File: src/rtl/net_resolve_pkg.sv
// Shared encodings for the resolved-bus block: resolution modes and fault FSM states.
package net_resolve_pkg;

    typedef enum logic [1:0] {
        MODE_TRI  = 2'd0,
        MODE_WAND = 2'd1,
        MODE_WOR  = 2'd2
    } mode_e;

    typedef enum logic {
        ST_RUN   = 1'b0,
        ST_FAULT = 1'b1
    } state_e;

endpackage

File: src/rtl/net_resolve_bit.sv
// Combinational resolver for one bus bit across all drivers: resolved value and conflict flag.
module net_resolve_bit
    import net_resolve_pkg::*;
#(
    parameter int N_DRV = 4,
    parameter int MODE  = 0,
    parameter int PULL  = 0
) (
    input  logic [N_DRV-1:0] en_i,
    input  logic [N_DRV-1:0] bit_i,
    output logic             res_o,
    output logic             conf_o
);

    localparam logic PULL_B = (PULL != 0);

    logic any_en;
    logic all_one;
    logic any_one;

    assign any_en  = |en_i;
    assign all_one = &(bit_i | ~en_i);
    assign any_one = |(bit_i & en_i);

    always_comb begin
        res_o  = PULL_B;
        conf_o = 1'b0;
        if (any_en) begin
            // TRI shares the AND path: disagreeing bits clear all_one and fall to 0.
            if (MODE == int'(MODE_WOR)) res_o = any_one;
            else                        res_o = all_one;
            if (MODE == int'(MODE_TRI)) conf_o = any_one & ~all_one;
        end
    end

endmodule

File: src/rtl/net_resolve_bus.sv
// Multi-driver bus resolver with registered outputs, saturating conflict counter and fault FSM.
module net_resolve_bus
    import net_resolve_pkg::*;
#(
    parameter int N_DRV        = 4,
    parameter int W            = 8,
    parameter int MODE         = 0,
    parameter int PULL         = 0,
    parameter int FAULT_THRESH = 3,
    parameter int CNT_W        = 16
) (
    input  logic               clk,
    input  logic               rst_n,
    input  logic [N_DRV-1:0]   drv_en,
    input  logic [N_DRV*W-1:0] drv_data,
    input  logic               clr_fault,
    output logic [W-1:0]       bus_out,
    output logic [W-1:0]       conflict,
    output logic               fault,
    output logic [CNT_W-1:0]   conflict_cnt
);

    localparam int          CONS_W   = (FAULT_THRESH < 2) ? 1 : $clog2(FAULT_THRESH + 1);
    localparam logic [W-1:0] PULL_VEC = (PULL != 0) ? '1 : '0;

    logic [W-1:0] res;
    logic [W-1:0] conf;
    logic         conflict_cycle;

    for (genvar b = 0; b < W; b++) begin : g_bit
        logic [N_DRV-1:0] col;
        for (genvar d = 0; d < N_DRV; d++) begin : g_drv
            assign col[d] = drv_data[d*W + b];
        end
        net_resolve_bit #(
            .N_DRV (N_DRV),
            .MODE  (MODE),
            .PULL  (PULL)
        ) u_bit (
            .en_i   (drv_en),
            .bit_i  (col),
            .res_o  (res[b]),
            .conf_o (conf[b])
        );
    end

    assign conflict_cycle = |conf;

    state_e             state_q, state_d;
    logic [W-1:0]       bus_q, bus_d;
    logic [W-1:0]       conf_q, conf_d;
    logic [CNT_W-1:0]   cnt_q, cnt_d;
    logic [CONS_W-1:0]  consec_q, consec_d;

    always_comb begin
        state_d  = state_q;
        bus_d    = bus_q;
        conf_d   = conf;
        cnt_d    = cnt_q;
        consec_d = consec_q;

        if (conflict_cycle && (cnt_q != '1)) cnt_d = cnt_q + CNT_W'(1);

        case (state_q)
            ST_RUN: begin
                bus_d = res;
                if (conflict_cycle) begin
                    if (consec_q == CONS_W'(FAULT_THRESH - 1)) begin
                        state_d  = ST_FAULT;
                        consec_d = '0;
                    end else begin
                        consec_d = consec_q + CONS_W'(1);
                    end
                end else begin
                    consec_d = '0;
                end
            end
            ST_FAULT: begin
                // bus_out frozen; consecutive count held at zero so a clear restarts it.
                consec_d = '0;
                if (clr_fault) state_d = ST_RUN;
            end
        endcase
    end

    always_ff @(posedge clk) begin
        if (!rst_n) begin
            state_q  <= ST_RUN;
            bus_q    <= PULL_VEC;
            conf_q   <= '0;
            cnt_q    <= '0;
            consec_q <= '0;
        end else begin
            state_q  <= state_d;
            bus_q    <= bus_d;
            conf_q   <= conf_d;
            cnt_q    <= cnt_d;
            consec_q <= consec_d;
        end
    end

    assign bus_out      = bus_q;
    assign conflict     = conf_q;
    assign fault        = (state_q == ST_FAULT);
    assign conflict_cnt = cnt_q;

endmodule

File: config.mk
export PLATFORM = sky130hd
export DESIGN_NAME = net_resolve_bus
export DESIGN_NICKNAME = d
export VERILOG_FILES = /design/src/rtl/net_resolve_pkg.sv /design/src/rtl/net_resolve_bit.sv /design/src/rtl/net_resolve_bus.sv
export SDC_FILE = /design/constraint.sdc
export NUM_CORES = 1
export LEC_CHECK = 0
export ABC_AREA = 1
export BUFFER_PORTS_ARGS = -buffer_cell sky130_fd_sc_hd__buf_2
export CAP_MARGIN = 15
export CORE_UTILIZATION = 48
export DETAILED_ROUTE_END_ITERATION = 10
export GPL_TIMING_DRIVEN = 0
export PLACE_DENSITY = 0.77
export SYNTH_ARGS = -nofsm -noshare
export SYNTH_HDL_FRONTEND = slang
export SYNTH_HIERARCHICAL = 1
export SYNTH_SLANG_ARGS = --single-unit
File: constraint.sdc
create_clock -name clk -period 1.7 [get_ports clk]
set_clock_uncertainty 0.15 [all_clocks]
set_input_delay 0.425 -clock clk [delete_from_list [all_inputs] [get_ports clk]]
set_output_delay 0.425 -clock clk [all_outputs]
set_load 0.02 [all_outputs]
==> Word level (Yosys, flattened, before mapping) <==
Cells that the tools add are included.
{ "word_totals": {"word_cells": 85, "regBits": 35, "out_inout_bits": 33, "in_bits": 39} }
{ "op_classes": {"n_eq_ne": 2, "n_reduce_logical": 19, "mux": 23, "add_sub_neg": 2, "bitwise": 34} }
{ "ops": {"columns": ["op", "n"], "rows": [
  ["$reduce_or A4 Y1", 9],
  ["$and A4 B4 Y4", 8],
  ["$or A4 B4 Y4", 8],
  ["$reduce_and A4 Y1", 8],
  ["$mux W1", 19],
  ["$add A16 B1 Y16 const B", 1],
  ["$ne A16 B16 Y1 const B", 1],
  ["$not A1 Y1", 9],
  ["$and A1 B1 Y1", 8],
  ["$reduce_or A8 Y1", 1],
  ["$mux W2", 2],
  ["$not A4 Y4", 1],
  ["$pmux W2 S2", 1],
  ["$add A2 B1 Y2 const B", 1],
  ["$eq A2 B2 Y1 const B", 1],
  ["$pmux W1 S2", 1],
  ["$logic_and A1 B1 Y1", 1]
]} }

==> Longest topological paths before layout <==
{ "logic_depth": {"word_depth": 9, "depth_mapped": 13, "depth_no_buf": 13} }

==> By module <==
The synthesis kept the hierarchy.
{ "modules_own_cells": {"columns": ["mod", "n_inst", "cells_per_inst", "area_per_inst_um2", "seq_area_each_um2"], "rows": [
  ["net_resolve_bus", 1, 246, 1783.0, 700.7],
  ["net_resolve_bit", 8, 26, 102.6, 0.0]
]} }

==> Worst setup path before layout <==
No wires, ideal clock.
{ "synth_timing": {"path_kind": "flip-flop to flip-flop", "startpoint": "register cnt_q[0] (netlist: conflict_cnt[0])", "endpoint": "register cnt_q[10] (netlist: conflict_cnt[10])", "period_less_slack_ns": 1.816, "setup_ns": 0.142, "slack_ns": -0.116, "required_ns": 1.408, "arrival_ns": 1.524, "path_buffers": 1, "path_stages_with_launch": 10, "cell_sequence": "dfxtp_1 > ha_1 > nand3_2 > inv_1 > nand2_2 > nor2_4 > nor2_4 > buf_6 > nand2_1 > a21oi_2"} }
{ "synth_via": {"elab_chain_cells": 2, "word_cells_on_any_way": 3, "classes_between": "1 x add/sub; 1 x eq/ne; 1 x reduce/logical"} }
{ "synth_lines": {"columns": ["element", "line", "text"], "rows": [
  ["start: declaration", "net_resolve_bus.sv:52", "logic [CNT_W-1:0] cnt_q, cnt_d;"],
  ["start signal: assignment", "net_resolve_bus.sv:97", "cnt_q <= cnt_d;"],
  ["parallel branches: the longest is 2 deep, another holds $add A16 B1 Y16", null, null]
]} }
Parallel ways; which one is timed is not known.
A chain may end at the register's enable or synchronous reset.

==> Final worst setup path <==
{ "layout_timing": {"startpoint": "input port drv_en[2]", "endpoint": "register cnt_q[11] (netlist: conflict_cnt[11])"} }
{ "layout_via": {"elab_chain_cells": 8, "word_cells_on_any_way": 60, "classes_between": "8 x mux; 33 x bitwise; 19 x reduce/logical"} }
{ "layout_lines": {"columns": ["element", "line", "text"], "rows": [
  ["start: declaration", "net_resolve_bus.sv:14", "input logic [N_DRV-1:0] drv_en,"],
  ["$not A4 Y4", "net_resolve_bit.sv:22", "assign all_one = &(bit_i | ~en_i);"],
  ["$or A4 B4 Y4", "net_resolve_bit.sv:22", null],
  ["$reduce_and A4 Y1", "net_resolve_bit.sv:22", null],
  ["$not A1 Y1", "net_resolve_bit.sv:32", "if (MODE == int'(MODE_TRI)) conf_o = any_one & ~all_one;"],
  ["$and A1 B1 Y1", "net_resolve_bit.sv:32", null],
  ["$mux W1 *", "net_resolve_bit.sv:28", "if (any_en) begin"],
  ["via conf[7]", "net_resolve_bus.sv:27", "logic [W-1:0] conf;"],
  ["$reduce_or A8 Y1 *", "net_resolve_bus.sv:47", "assign conflict_cycle = |conf;"],
  ["$logic_and A1 B1 Y1 *", "net_resolve_bus.sv:62", "if (conflict_cycle && (cnt_q != '1)) cnt_d = cnt_q + CNT_W'(1);"]
]} }
Mark *: on every way through the listed nets, which the timed path passes. The rest lies on a longest branch.

==> results.py <==
metrics = {
    "sta": {
        "whs_ns": 0.275,
        "tightest_slew_ns": 0.705,
        "relSlewSlack": 0.530,
        "setup_viol": 0,
        "finalHoldViolCount": 0,
        "fmax_ghz": 0.614,
        "fin_ws_ns": 0.0714,
        "fin_crit_ns": 1.63,
        "min_period_over_period": 0.958,
        "drv_slew": 0,
        "rsz0062_at_grt": "true",
    },
    "run": {
        "drv_cap": 0,
    },
    "logic_synthesis": {
        "syn_nets": 495,
        "syn_area_per_cell_um2": 5.74,
        "synth_cell_types": 29,
        "netlist_area_um2": 2600,
        "synth.top_cells.by_area": "dfxtp_1 (27%), nand2_1 (22%), nor2_1 (13%)",
        "synth.top_cell.area_share": 0.269,
        "netlist_instances": 454,
        "ys_seq_elements": 35,
        "yosysTopAreaCell": "dfxtp_1",
        "synth-seq-area-share": 0.269,
        "yosysWarnings": 6,
    },
    "die": {
        "coreArea_um2": 5170,
        "initial_utilization": 0.503,
        "fp-row-count": 26,
        "ios": 72,
        "dieArea_um2": 5720,
        "die_x_um": 75.7,
        "die_h_um": 75.7,
    },
    "cts": {
        "cts_buffer_depth": 2,
        "clk_latency_ns": 0.29,
        "path_clk_slew_ns": 0.07,
        "cts_hold_repair.buffers": 0,
        "cts.sinks": 35,
        "cts_made_buffers": 5,
        "cts_tree": "done",
        "root_buffer": "clkbuf_8",
        "h-tree-depth": 2,
    },
    "final_layout": {
        "area.growth.synth_to_final_pct": 29.5,
        "antenna_cells": 0,
        "ff_latch_area_um2": 713,
        "fillers": 512,
        "final_common_cell": "nand2_1",
        "mostFrequentLayoutCells": "nand2_1 (136), nor2_1 (81), buf_2 (67)",
        "multi_input_area_um2": 1670,
        "fin_nets": 578,
        "drive_gt1_frac": 0.331,
    },
    "route": {
        "wl_met1_um": 2850,
        "drtAntennaViolNets": 0,
        "top_layer": "met4",
        "vias": 2850,
        "wire_per_inst_um": 10.6,
        "routed_wl_um": 6430,
        "wl_met2_um": 3180,
        "routed_via_density": 4.69,
        "first_pass_iters": 5,
        "wl_met3_um": 311,
        "drc": 0,
        "initialDrtViolationCount": 116,
    },
    "setup_path": {
        "crit_fanout": 24,
        "critPathKind": "primary input to register",
        "cp.required_ns": 1.69,
        "worst_setup_path_start_kind": "primary input",
        "arrival_ns": 1.62,
        "reg2reg_from": "conflict_cnt[1]",
        "startpoint": "drv_en[2]",
        "end_kind": "register",
    },
    "grt": {
        "antenna_found_initial": 0,
        "grt-ovfl-total": 0,
        "grt_use_total": 0.231,
        "grt_max_degree": 25,
        "grt_pass1_wl_um": 10200,
        "grt_pass1_vias": 2450,
    },
    "pwr": {
        "combPwrFrac": 0.279,
        "p_per_area_nw_per_um2": 718,
        "p_switching_uw": 781,
        "irDropWorstVdd_mv": 0.376,
        "leakage_uw": 0.00194,
        "pwr-share-seq": 0.398,
        "p_int_uw": 1640,
        "p_sw_frac": 0.323,
        "pwr-share-clk": 0.323,
    },
    "place": {
        "pre_cts_slack_ns": -0.604,
        "gp_congestion": 0.824,
        "dp_hpwl_um": 4640,
        "numPortBuffers": 71,
    },
    "hold_path": {
        "holdCritPathClass": "primary input to register",
        "worstHoldStart": "clr_fault",
    },
    "status": {
        "outcome": "finished, final reports clean",
    },
}
## layer usage
metal,GRT usage,vias up
met5,0,-
met4,0.0700,0
met3,0.0450,9
met2,0.412,65
met1,0.280,1263
li1,-,1513
## synth_stat cells (all sizes together)
library cell / count
dfxtp: 35
clkbuf: 3
nand2: 173
nand4: 6
nor3: 2
or2: 1
o21ai: 10
inv: 75
nor2: 102
buf: 3
xor2: 2
xnor2: 2
ha: 2
nand3: 13
nor4: 2
a21oi: 13
and2: 8
clkinv: 2
## registers in the layout, indices dropped and copies added (netlist names)
| signal | cells |
|---|---|
| consec_q | 2 |
| bus_out | 8 |
| conflict | 8 |
| fault | 1 |
| conflict_cnt | 16 |
## kinds of logic after synthesis
kind of cell,Yosys count,synth area share
AOI/OAI and AO/OA,23,0.0572
xor gates and xnor gates,4,0.0135
adders and majority gates,2,0.00961
buffers and inverters,83,0.129
DFF,35,0.269
and+or+nand+nor,307,0.521
## power groups by stage
stage / clock [uW] / sequential [uW] / combinational (uW)
CTS: 790 / 961 / 632
global route: 830 / 971 / 771
global placement: 0 / 975 / 604
detailed placement: 0 / 978 / 619
finish: 782 / 962 / 676
floorplan: 0 / 1060 / 315
## cell type report
type	instances	area share
clock inverter	2	0.0104
inverter	77	0.0880
buffer	5	0.00817
multi-input combinational	337	0.496
sequential	35	0.212
clock buffer	6	0.0245
timing repair buffer	76	0.135
tap	70	0.0260
## worst max-delay path: stages
cell and delay (ns):
buf_12 0.14, nand2_2 0.07, nand2_2 0.06, nor2_1 0.10, nor2_1 0.05, nor2_1 0.15
nand2_2 0.12, nor2_8 0.17, nor2_4 0.07, buf_6 0.13, nand2_1 0.07, a21oi_2 0.05
## through the flow
stage / instances / utilization / TNS (ns) / cell area, um2 / power (uW)
floorplan: 454 / - / 0 / 2610 / 1370
global placement: 595 / 0.590 / -8.33 / 3050 / 1580
detailed placement: 595 / 0.590 / -8.79 / 3050 / 1600
CTS: 603 / 0.621 / 0 / 3210 / 2380
global route: 608 / 0.652 / -0.0639 / 3370 / 2570
finish: 608 / 0.652 / 0 / 3370 / 2420
## repair_timing
item	CTS	global route
pin swaps	5	14
cloned	0	2
buffers inserted	1	3
endpoints found under the setup margin	16	18
gates resized for setup	14	43
## path summary, 6_finish.rpt
| path | endpoint | slack, ns | cells past startpoint |
|---|---|---|---|
| setup / recovery | conflict_cnt[11] | 0.07 | 12 |
| hold / removal | fault | 0.27 | 4 |
| setup reg to reg | conflict_cnt[14] | 0.08 | 9 |
| hold reg to reg | consec_q[0] | 0.27 | 1 |
Power figures use the tool's default switching activity.
